--- src/rtl/counter_pkg.sv ---
// counter_pkg
//   Shared definitions for the parametrised up/down counter.
//   - CNT_UP / CNT_DOWN : encoding of the dir_i input.
//   - cnt_op_e          : operation selected for the next count value.
package counter_pkg;

    // Direction encoding carried on dir_i.
    localparam logic CNT_UP   = 1'b1;
    localparam logic CNT_DOWN = 1'b0;

    // Next-state operation, resolved from rst_i > load_i > en_i priority.
    typedef enum logic [2:0] {
        HOLD  = 3'd0,
        LOAD  = 3'd1,
        INC   = 3'd2,
        DEC   = 3'd3,
        RESET = 3'd4
    } cnt_op_e;

endpackage : counter_pkg

--- src/rtl/ripple_adder_n.sv ---
// ripple_adder_n
//   Parametrised ripple-carry adder built from a chain of full adders.
//   Ports:
//     X   [WIDTH-1:0] in  : first operand
//     Y   [WIDTH-1:0] in  : second operand
//     Cin             in  : carry into bit 0
//     S   [WIDTH-1:0] out : sum
//     Co              out : carry out of the top bit
module ripple_adder_n #(
    parameter int unsigned WIDTH = 32'd4
) (
    input  logic [WIDTH-1:0] X,
    input  logic [WIDTH-1:0] Y,
    input  logic             Cin,
    output logic [WIDTH-1:0] S,
    output logic             Co
);

    // carry_s[i] is the carry into bit i; carry_s[WIDTH] is the final carry.
    logic [WIDTH:0] carry_s;

    assign carry_s[0] = Cin;

    for (genvar i = 0; i < WIDTH; i++) begin : g_fa
        logic prop_s;
        assign prop_s         = X[i] ^ Y[i];
        assign S[i]           = prop_s ^ carry_s[i];
        assign carry_s[i + 1] = (X[i] & Y[i]) | (prop_s & carry_s[i]);
    end

    assign Co = carry_s[WIDTH];

endmodule : ripple_adder_n

--- src/rtl/updown_counter_n.sv ---
// updown_counter_n
//   Parametrised modular up/down counter with enable, synchronous parallel
//   load (clamped to MAX_VAL), combinational terminal count and a registered
//   one-cycle wrap pulse. Increment and decrement values come from two
//   ripple adders; wrap detection compares against MAX_VAL and 0, so moduli
//   that are not powers of two wrap correctly.
//
//   Compile-time option:
//     COUNTER_SAT_EN : when defined, the counter saturates at MAX_VAL (up)
//                      and 0 (down) instead of wrapping, and wrap_o stays 0.
//
//   Parameters:
//     WIDTH   : counter width in bits (>= 2)
//     MAX_VAL : highest count value (modulus - 1)
//     RST_VAL : value loaded by reset (<= MAX_VAL)
//   Ports:
//     clk_i      in             : clock, rising edge
//     rst_i      in             : synchronous active-high reset
//     en_i       in             : count enable
//     dir_i      in             : 1 = up, 0 = down
//     load_i     in             : synchronous parallel load
//     load_val_i in [WIDTH-1:0] : value to load
//     count_o    out[WIDTH-1:0] : current count (registered)
//     tc_o       out            : terminal count (combinational)
//     wrap_o     out            : registered pulse in the cycle after a wrap
module updown_counter_n
    import counter_pkg::*;
#(
    parameter int unsigned       WIDTH   = 32'd8,
    parameter logic [WIDTH-1:0]  MAX_VAL = {WIDTH{1'b1}},
    parameter logic [WIDTH-1:0]  RST_VAL = {WIDTH{1'b0}}
) (
    input  logic             clk_i,
    input  logic             rst_i,
    input  logic             en_i,
    input  logic             dir_i,
    input  logic             load_i,
    input  logic [WIDTH-1:0] load_val_i,
    output logic [WIDTH-1:0] count_o,
    output logic             tc_o,
    output logic             wrap_o
);

    localparam logic [WIDTH-1:0] ZERO_VAL = {WIDTH{1'b0}};
    localparam logic [WIDTH-1:0] ONES_VAL = {WIDTH{1'b1}};

    logic [WIDTH-1:0] count_r;
    logic             wrap_r;

    logic [WIDTH-1:0] count_next_s;
    logic             wrap_next_s;
    cnt_op_e          op_s;

    logic [WIDTH-1:0] inc_sum_s;
    logic [WIDTH-1:0] dec_sum_s;
    logic             inc_co_s;
    logic             dec_co_s;
    logic [WIDTH-1:0] load_clamped_s;
    logic             at_max_s;
    logic             at_zero_s;

    // Carry-outs are deliberately ignored: boundaries are found by compare.
    logic             unused_carry_s;
    assign unused_carry_s = inc_co_s ^ dec_co_s;

    // Increment path: count + 0 + 1.
    ripple_adder_n #(
        .WIDTH (WIDTH)
    ) u_inc_adder (
        .X   (count_r),
        .Y   (ZERO_VAL),
        .Cin (1'b1),
        .S   (inc_sum_s),
        .Co  (inc_co_s)
    );

    // Decrement path: count + all-ones + 0, i.e. two's-complement minus one.
    ripple_adder_n #(
        .WIDTH (WIDTH)
    ) u_dec_adder (
        .X   (count_r),
        .Y   (ONES_VAL),
        .Cin (1'b0),
        .S   (dec_sum_s),
        .Co  (dec_co_s)
    );

    assign at_max_s  = (count_r == MAX_VAL);
    assign at_zero_s = (count_r == ZERO_VAL);

    // Clamp the parallel-load value into the legal count range.
    always_comb begin
        load_clamped_s = load_val_i;
        if (load_val_i > MAX_VAL) begin
            load_clamped_s = MAX_VAL;
        end else begin
            load_clamped_s = load_val_i;
        end
    end

    // Resolve the operation for this edge: reset, then load, then count.
    always_comb begin
        op_s = HOLD;
        if (rst_i) begin
            op_s = RESET;
        end else if (load_i) begin
            op_s = LOAD;
        end else if (en_i) begin
            if (dir_i == CNT_UP) begin
                op_s = INC;
            end else begin
                op_s = DEC;
            end
        end else begin
            op_s = HOLD;
        end
    end

    // Next count and wrap flag, including boundary wrap or saturation.
    always_comb begin
        count_next_s = count_r;
        wrap_next_s  = 1'b0;
        case (op_s)
            RESET: begin
                count_next_s = RST_VAL;
                wrap_next_s  = 1'b0;
            end
            LOAD: begin
                count_next_s = load_clamped_s;
                wrap_next_s  = 1'b0;
            end
            INC: begin
                if (at_max_s) begin
`ifdef COUNTER_SAT_EN
                    count_next_s = count_r;
                    wrap_next_s  = 1'b0;
`else
                    count_next_s = ZERO_VAL;
                    wrap_next_s  = 1'b1;
`endif
                end else begin
                    count_next_s = inc_sum_s;
                    wrap_next_s  = 1'b0;
                end
            end
            DEC: begin
                if (at_zero_s) begin
`ifdef COUNTER_SAT_EN
                    count_next_s = count_r;
                    wrap_next_s  = 1'b0;
`else
                    count_next_s = MAX_VAL;
                    wrap_next_s  = 1'b1;
`endif
                end else begin
                    count_next_s = dec_sum_s;
                    wrap_next_s  = 1'b0;
                end
            end
            HOLD: begin
                count_next_s = count_r;
                wrap_next_s  = 1'b0;
            end
            default: begin
                count_next_s = count_r;
                wrap_next_s  = 1'b0;
            end
        endcase
    end

    // Count and wrap registers with synchronous reset.
    always_ff @(posedge clk_i) begin
        if (rst_i) begin
            count_r <= RST_VAL;
            wrap_r  <= 1'b0;
        end else begin
            count_r <= count_next_s;
            wrap_r  <= wrap_next_s;
        end
    end

    assign count_o = count_r;
    // Terminal count is independent of load/reset so it can cascade en_i.
    assign tc_o    = en_i & ((dir_i == CNT_UP) ? at_max_s : at_zero_s);
`ifdef COUNTER_SAT_EN
    assign wrap_o  = 1'b0;
    logic unused_wrap_s;
    assign unused_wrap_s = wrap_r;
`else
    assign wrap_o  = wrap_r;
`endif

endmodule : updown_counter_n

--- config.mk ---
export PLATFORM = sky130hd
export DESIGN_NAME = updown_counter_n
export DESIGN_NICKNAME = d
export VERILOG_FILES = /design/src/rtl/counter_pkg.sv /design/src/rtl/ripple_adder_n.sv /design/src/rtl/updown_counter_n.sv
export SDC_FILE = /design/constraint.sdc
export NUM_CORES = 1
export LEC_CHECK = 0
export ABC_AREA = 1
export CAP_MARGIN = 20
export CELL_PAD_IN_SITES_DETAIL_PLACEMENT = 1
export CELL_PAD_IN_SITES_GLOBAL_PLACEMENT = 1
export CORE_MARGIN = 4
export CORE_UTILIZATION = 33
export CTS_CLUSTER_DIAMETER = 30
export CTS_CLUSTER_SIZE = 12
export DETAILED_ROUTE_END_ITERATION = 8
export PLACE_DENSITY = 0.72
export SETUP_SLACK_MARGIN = 0.05
export SLEW_MARGIN = 40
export SYNTH_ARGS = -nofsm -noshare
export SYNTH_HDL_FRONTEND = slang
export SYNTH_HIERARCHICAL = 1
export SYNTH_SLANG_ARGS = --single-unit
--- constraint.sdc ---
create_clock -name clk_i -period 3.6 [get_ports clk_i]
set_clock_uncertainty 0.2 [all_clocks]
set_input_delay 0.72 -clock clk_i [delete_from_list [all_inputs] [get_ports clk_i]]
set_output_delay 0.72 -clock clk_i [all_outputs]
set_load 0.01 [all_outputs]
==> flow_summary.yaml, run 1 <==
power_and_ir_drop:
  clockPowerShare_pct: 20.7
  p_int_w: 0.000238
  peakVddDrop_uv: 104
  p_comb_share_pct: 45.1
  p_sw_w: 0.000149
  powerDensity_nw_per_um2: 267
  seqPwrFrac_pct: 34.2
  leakage_nw: 0.676
  switching_share_pct: 38.5
  power.total_w: 0.000387
routing:
  route.met3.wl_um: 53
  highest_layer: "met4"
  drtAntennaViolNets: 0
  first_iter_violations: 11
  drt-pass1-iter-count: 4
  wl_per_cell_um: 12.3
  num_vias: 932
  wl_met2_um: 1400
  drc_errors: 0
  wl_um: 2690
  vias_per_cell: 4.28
  wirelength_met1_um: 1210
placed_design:
  gp_congestion: 0.781
  preCtsSetupSlack_ns: -0.172
  hpwl_um: 2200
  io_buffers: 22
timing:
  setup_tns_ns: -0.0303
  whs_ns: 0.434
  report.final.slew_viol_count: 0
  period_share_pct: 101
  clock.fmax_mhz: 275
  hold_viol: 0
  rsz0062_at_grt: "true"
  setup_viol: 1
  worst_slack_ns: -0.0303
  period_minus_slack_ns: 3.63
clock_network:
  cts-hold-fix-buffers: 0
  clock-sinks: 9
  worstSkewPairLatency_ns: 0.26
  clkTransAtPathRegs_ns: 0.07
  cts_tree: "yes"
  cts_max_level: 1
  clockBufferDepth: 2
  clock-root-buffer: "clkbuf_4"
  cts_made_buffers: 3
worst_setup_path:
  crit_path_max_fanout: 3
  crit_required_ns: 3.60
  reg2reg_from: "count_o[0]"
  ff2ff_path_depth: 14
  worstPathArrival_ns: 3.63
  reg2reg_to: "count_o[7]"
  critPathLaunchType: "flip-flop"
  crit_path_start: "count_o[0]"
  reg2reg_setup_slack_ns: -0.03
  end_kind: "flip-flop"
  crit_type: "flip-flop to flip-flop"
  critPathCapture: "count_o[7]"
finish:
  fin_util_pct: 47.8
  antennaDiodeCount: 0
  n_fill_cell: 382
  fin_nets: 204
  area_growth_syn_to_layout_pct: 40.4
  drive_gt1_share_pct: 24.7
  register_area_um2: 181
  multi_input_area_um2: 833
yosys:
  avgSynthCellArea_um2: 7.99
  synth_cells: 129
  synth_area_um2: 1030
  yosysWarnings: 6
global_routing:
  grt_pass1_vias: 1037
  antenna_found_initial: 0
  grt_usage_pct: 15.2
  grt_max_degree: 9
  grt_pass1_wl_um: 4860
  overflow: 0
floorplan:
  rows: 20
  core_area_um2: 3030
  pin_count: 23
  dieArea_um2: 4080
  fp.dieW_um: 63.9
  start_util_pct: 34.0
  die_h_um: 63.9
run_status:
  violations: "setup timing"
  status: "finished with violations"
run:
  max_cap_viol_count: 0
worst_hold_path:
  hold_class: "flip-flop to flip-flop"
[layout by cell type, fill, tap and decap left out, types with 3 or more instances in the layout]
cell             instances
nor2_4                   3
nor2_2                   4
conb_1                  18
clkbuf_4                 3
o21ai_1                  4
dfxtp_1                  8
buf_4                    3
inv_2                    5
nand2_1                 32
fa_1                     4
nand3_1                 10
inv_1                   22
nand4_1                  5
nor2_1                   4
clkdlybuf4s50_1         22
nand3_2                  6
fa_2                    12
[flip-flops by register name (all words and copies together) (netlist names)]
signal and flops:
wrap_o 1, count_o 8
[layer usage]
metal,vias up,global-route usage [%]
met5,-,0
met4,0,4.04
met3,2,1.41
met2,14,27.2
met1,454,19.3
li1,462,-
[power groups by stage]
stage / Combinational, W / Sequential [W] / Clock (W)
CTS: 0.000178 / 0.000133 / 0.0000832
floorplan: 0.0000969 / 0.000136 / 0
detailed placement: 0.000171 / 0.000136 / 0
finish: 0.000175 / 0.000133 / 0.0000801
global route: 0.000202 / 0.000136 / 0.0000902
global placement: 0.000163 / 0.000135 / 0
[area by class of cell]
class	instances	share of cell area, %
well taps	44	3.80
clock inverters	1	0.346
flip-flops and latches	9	12.5
clock buffers	3	1.56
inverters	28	7.43
multi-input cells	108	57.6
repair buffers	25	16.8
[worst max-delay path, stage by stage, from the launching register on]
cell and delay (ns):
dfxtp_2 0.34, inv_2 0.05, fa_1 0.16, inv_1 0.05
fa_2 0.33, fa_2 0.35, fa_2 0.35, fa_2 0.35
fa_2 0.35, fa_2 0.34, inv_2 0.06, fa_1 0.39
inv_1 0.07, o21ai_1 0.08, nand3b_1 0.09
[how the worst min path moves through the flow]
| stage | from | end | slack [ns] | cells after the start |
|---|---|---|---|---|
| 3_3_place_gp | count_o[3] | count_o[3] | 0.41 | 2 |
| 2_1_floorplan | count_o[0] | count_o[0] | 0.34 | 2 |
| 3_5_place_dp | count_o[2] | count_o[2] | 0.43 | 2 |
| 4_1_cts | count_o[2] | count_o[2] | 0.44 | 2 |
| 5_1_grt | count_o[6] | count_o[6] | 0.49 | 2 |
| 6_report | count_o[2] | count_o[2] | 0.43 | 2 |
[stage by stage]
| stage | instances | cell area [um2] |
|---|---|---|
| floorplan | 145 | 1110 |
| detailed placement | 213 | 1400 |
| CTS | 218 | 1450 |
| finish | 218 | 1450 |
| global route | 218 | 1450 |
| global placement | 213 | 1400 |
[repair_timing]
| action | CTS | global route |
|---|---|---|
| setup buffers | 1 | 0 |
| hold endpoints to repair | 0 | 0 |
| gates resized for setup | 6 | 0 |
| pin swaps | 2 | 0 |
| endpoints found under the setup margin | 1 | 1 |
Note: power is estimated with default switching activity, not from simulation.
==> inputs of run 2 (changes only) <==
Settings changed: MAX_ROUTING_LAYER set to met4, SLEW_MARGIN 40 to 25.
==> run 2 against run 1 <==
Net effect: the run still ends with setup timing left; combinational power about the same; clock-buffer cell count unchanged; via count unchanged; critical endpoint unchanged; sequential power about the same; worst setup slack about the same; die area unchanged; largest cell class unchanged; clock power about the same; critical path type unchanged; first-iteration DRC count unchanged; flip-flop and latch count unchanged.
==> flow_summary.yaml, run 2 (synthesis gave the netlist of run 1 again) <==
power_and_ir_drop:
  powerDensity_nw_per_um2: 267
  leakage_nw: 0.676
  peakVddDrop_uv: 104
  power.total_w: 0.000387
finish:
  fin_nets: 204
  largest_reg_flops: 8
  drive_gt1_share_pct: 24.7
  area_growth_syn_to_layout_pct: 40.4
  mostFrequentLayoutCells: "nand2_1, inv_1, clkdlybuf4s50_1"
  final_common_cell: "nand2_1"
  antennaDiodeCount: 0
worst_setup_path:
  worst-path-stages: 14
  crit_path_max_fanout: 3
  crit_required_ns: 3.60
  worstPathArrival_ns: 3.63
  ff2ff_path_depth: 14
  crit_type: "flip-flop to flip-flop"
  worst_path_most_repeated_cell: "fa_2"
  path_cells: "inv_2 > fa_1 > inv_1 > fa_2 > fa_2 > fa_2 > fa_2 > fa_2 > fa_2 > inv_2 > fa_1 > inv_1 > o21ai_1 > nand3b_1"
  critPathLaunchType: "flip-flop"
  critical_path.top_delay_family: "adder cells"
  path_buf_inv: 4
  end_kind: "flip-flop"
  cpPeakStageDelay_ns: 0.39
  cpMaxStageDelayCell: "fa_1"
placed_design:
  gp_congestion: 0.792
  hpwl_um: 2200
  io_buffers: 22
timing:
  clock.fmax_mhz: 275
  period_share_pct: 101
  report.final.slew_viol_count: 0
  rsz0062_at_grt: "true"
  setup_viol: 1
  setup_tns_ns: -0.0303
  worst_slack_ns: -0.0303
  period_minus_slack_ns: 3.63
  hold_viol: 0
routing:
  first_iter_violations: 11
  wl_per_cell_um: 12.3
  wl_um: 2690
  drtAntennaViolNets: 0
  drc_errors: 0
  num_vias: 932
  drt-pass1-iter-count: 4
  vias_per_cell: 4.28
clock_network:
  clkTransAtPathRegs_ns: 0.07
  cts_max_level: 1
  clock-root-buffer: "clkbuf_4"
  worstSkewPairLatency_ns: 0.26
  cts_tree: "yes"
  cts_made_buffers: 3
  clock-sinks: 9
  clockBufferDepth: 2
run_status:
  violations: "setup timing"
  status: "finished with violations"
global_routing:
  grt_pass1_vias: 1032
  antenna_found_initial: 0
  overflow: 0
  grt_pass1_wl_um: 4870
  grt_max_degree: 9
  grt_usage_pct: 15.7
floorplan:
  fp.dieW_um: 63.9
  core_area_um2: 3030
  rows: 20
  pin_count: 23
  start_util_pct: 34.0
  die_h_um: 63.9
  dieArea_um2: 4080
worst_hold_path:
  whs_path_depth: 2
  hold_class: "flip-flop to flip-flop"
run:
  max_cap_viol_count: 0
run 2: worst register-to-register path: stages, from the launching register on:
cell and delay [ns]:
dfxtp_2 0.34, inv_2 0.05, fa_1 0.16, inv_1 0.05, fa_2 0.33, fa_2 0.35, fa_2 0.35, fa_2 0.35
fa_2 0.35, fa_2 0.34, inv_2 0.06, fa_1 0.39, inv_1 0.07, o21ai_1 0.08, nand3b_1 0.09
run 2: routing by layer:
| layer | share of wire, % | vias up | GRT usage [%] |
|---|---|---|---|
| met3 | 1.7 | 2 | 1.23 |
| met1 | 45 | 454 | 19.6 |
| met5 | 0 | - | - |
| li1 | - | 462 | - |
| met2 | 52 | 14 | 27.2 |
| met4 | 0.86 | 0 | 4.04 |
run 2: power by group:
part	leakage [nW]	internal [W]	switching, W	total [W]
clock	0.0177	0.0000410	0.0000391	0.0000801
combinational	0.584	0.0000867	0.0000879	0.000175
sequential	0.0748	0.000110	0.0000223	0.000133
total	0.676	0.000238	0.000149	0.000387
run 2: area by class of cell:
type	count	area, um2
fillers	382	1580
multi-input cells	108	833
repair buffers	25	243
flip-flops and latches	9	181
inverters	28	108
well taps	44	55.1
clock buffers	3	22.5
clock inverters	1	5.00
run 2: metrics by stage:
step | util (%) | setup slack, ns | hold WS [ns] | area (um2) | cells
after global routing | 47.8 | -0.199 | 0.485 | 1450 | 218
final | 47.8 | -0.0303 | 0.434 | 1450 | 218
after detailed placement | 46.3 | -0.172 | 0.425 | 1400 | 213
after global placement | 46.3 | -0.126 | 0.411 | 1400 | 213
after floorplan | - | 0.525 | 0.341 | 1110 | 145
after CTS | 47.8 | -0.0494 | 0.436 | 1450 | 218
run 2: worst paths after layout:
check,startpoint,slack [ns],to
hold / removal,count_o[2],0.43,count_o[2]
setup / recovery,count_o[0],-0.03,count_o[7]
hold reg to reg,count_o[2],0.43,count_o[2]
setup reg to reg,count_o[0],-0.03,count_o[7]
run 2: timing repair:
action / in CTS / in global routing
setup endpoints to repair: 1 / 1
pin swaps: 2 / 0
setup buffers: 1 / 0
hold buffers: 0 / 0
hold endpoints to repair: 0 / 0
gates resized for setup: 6 / 0
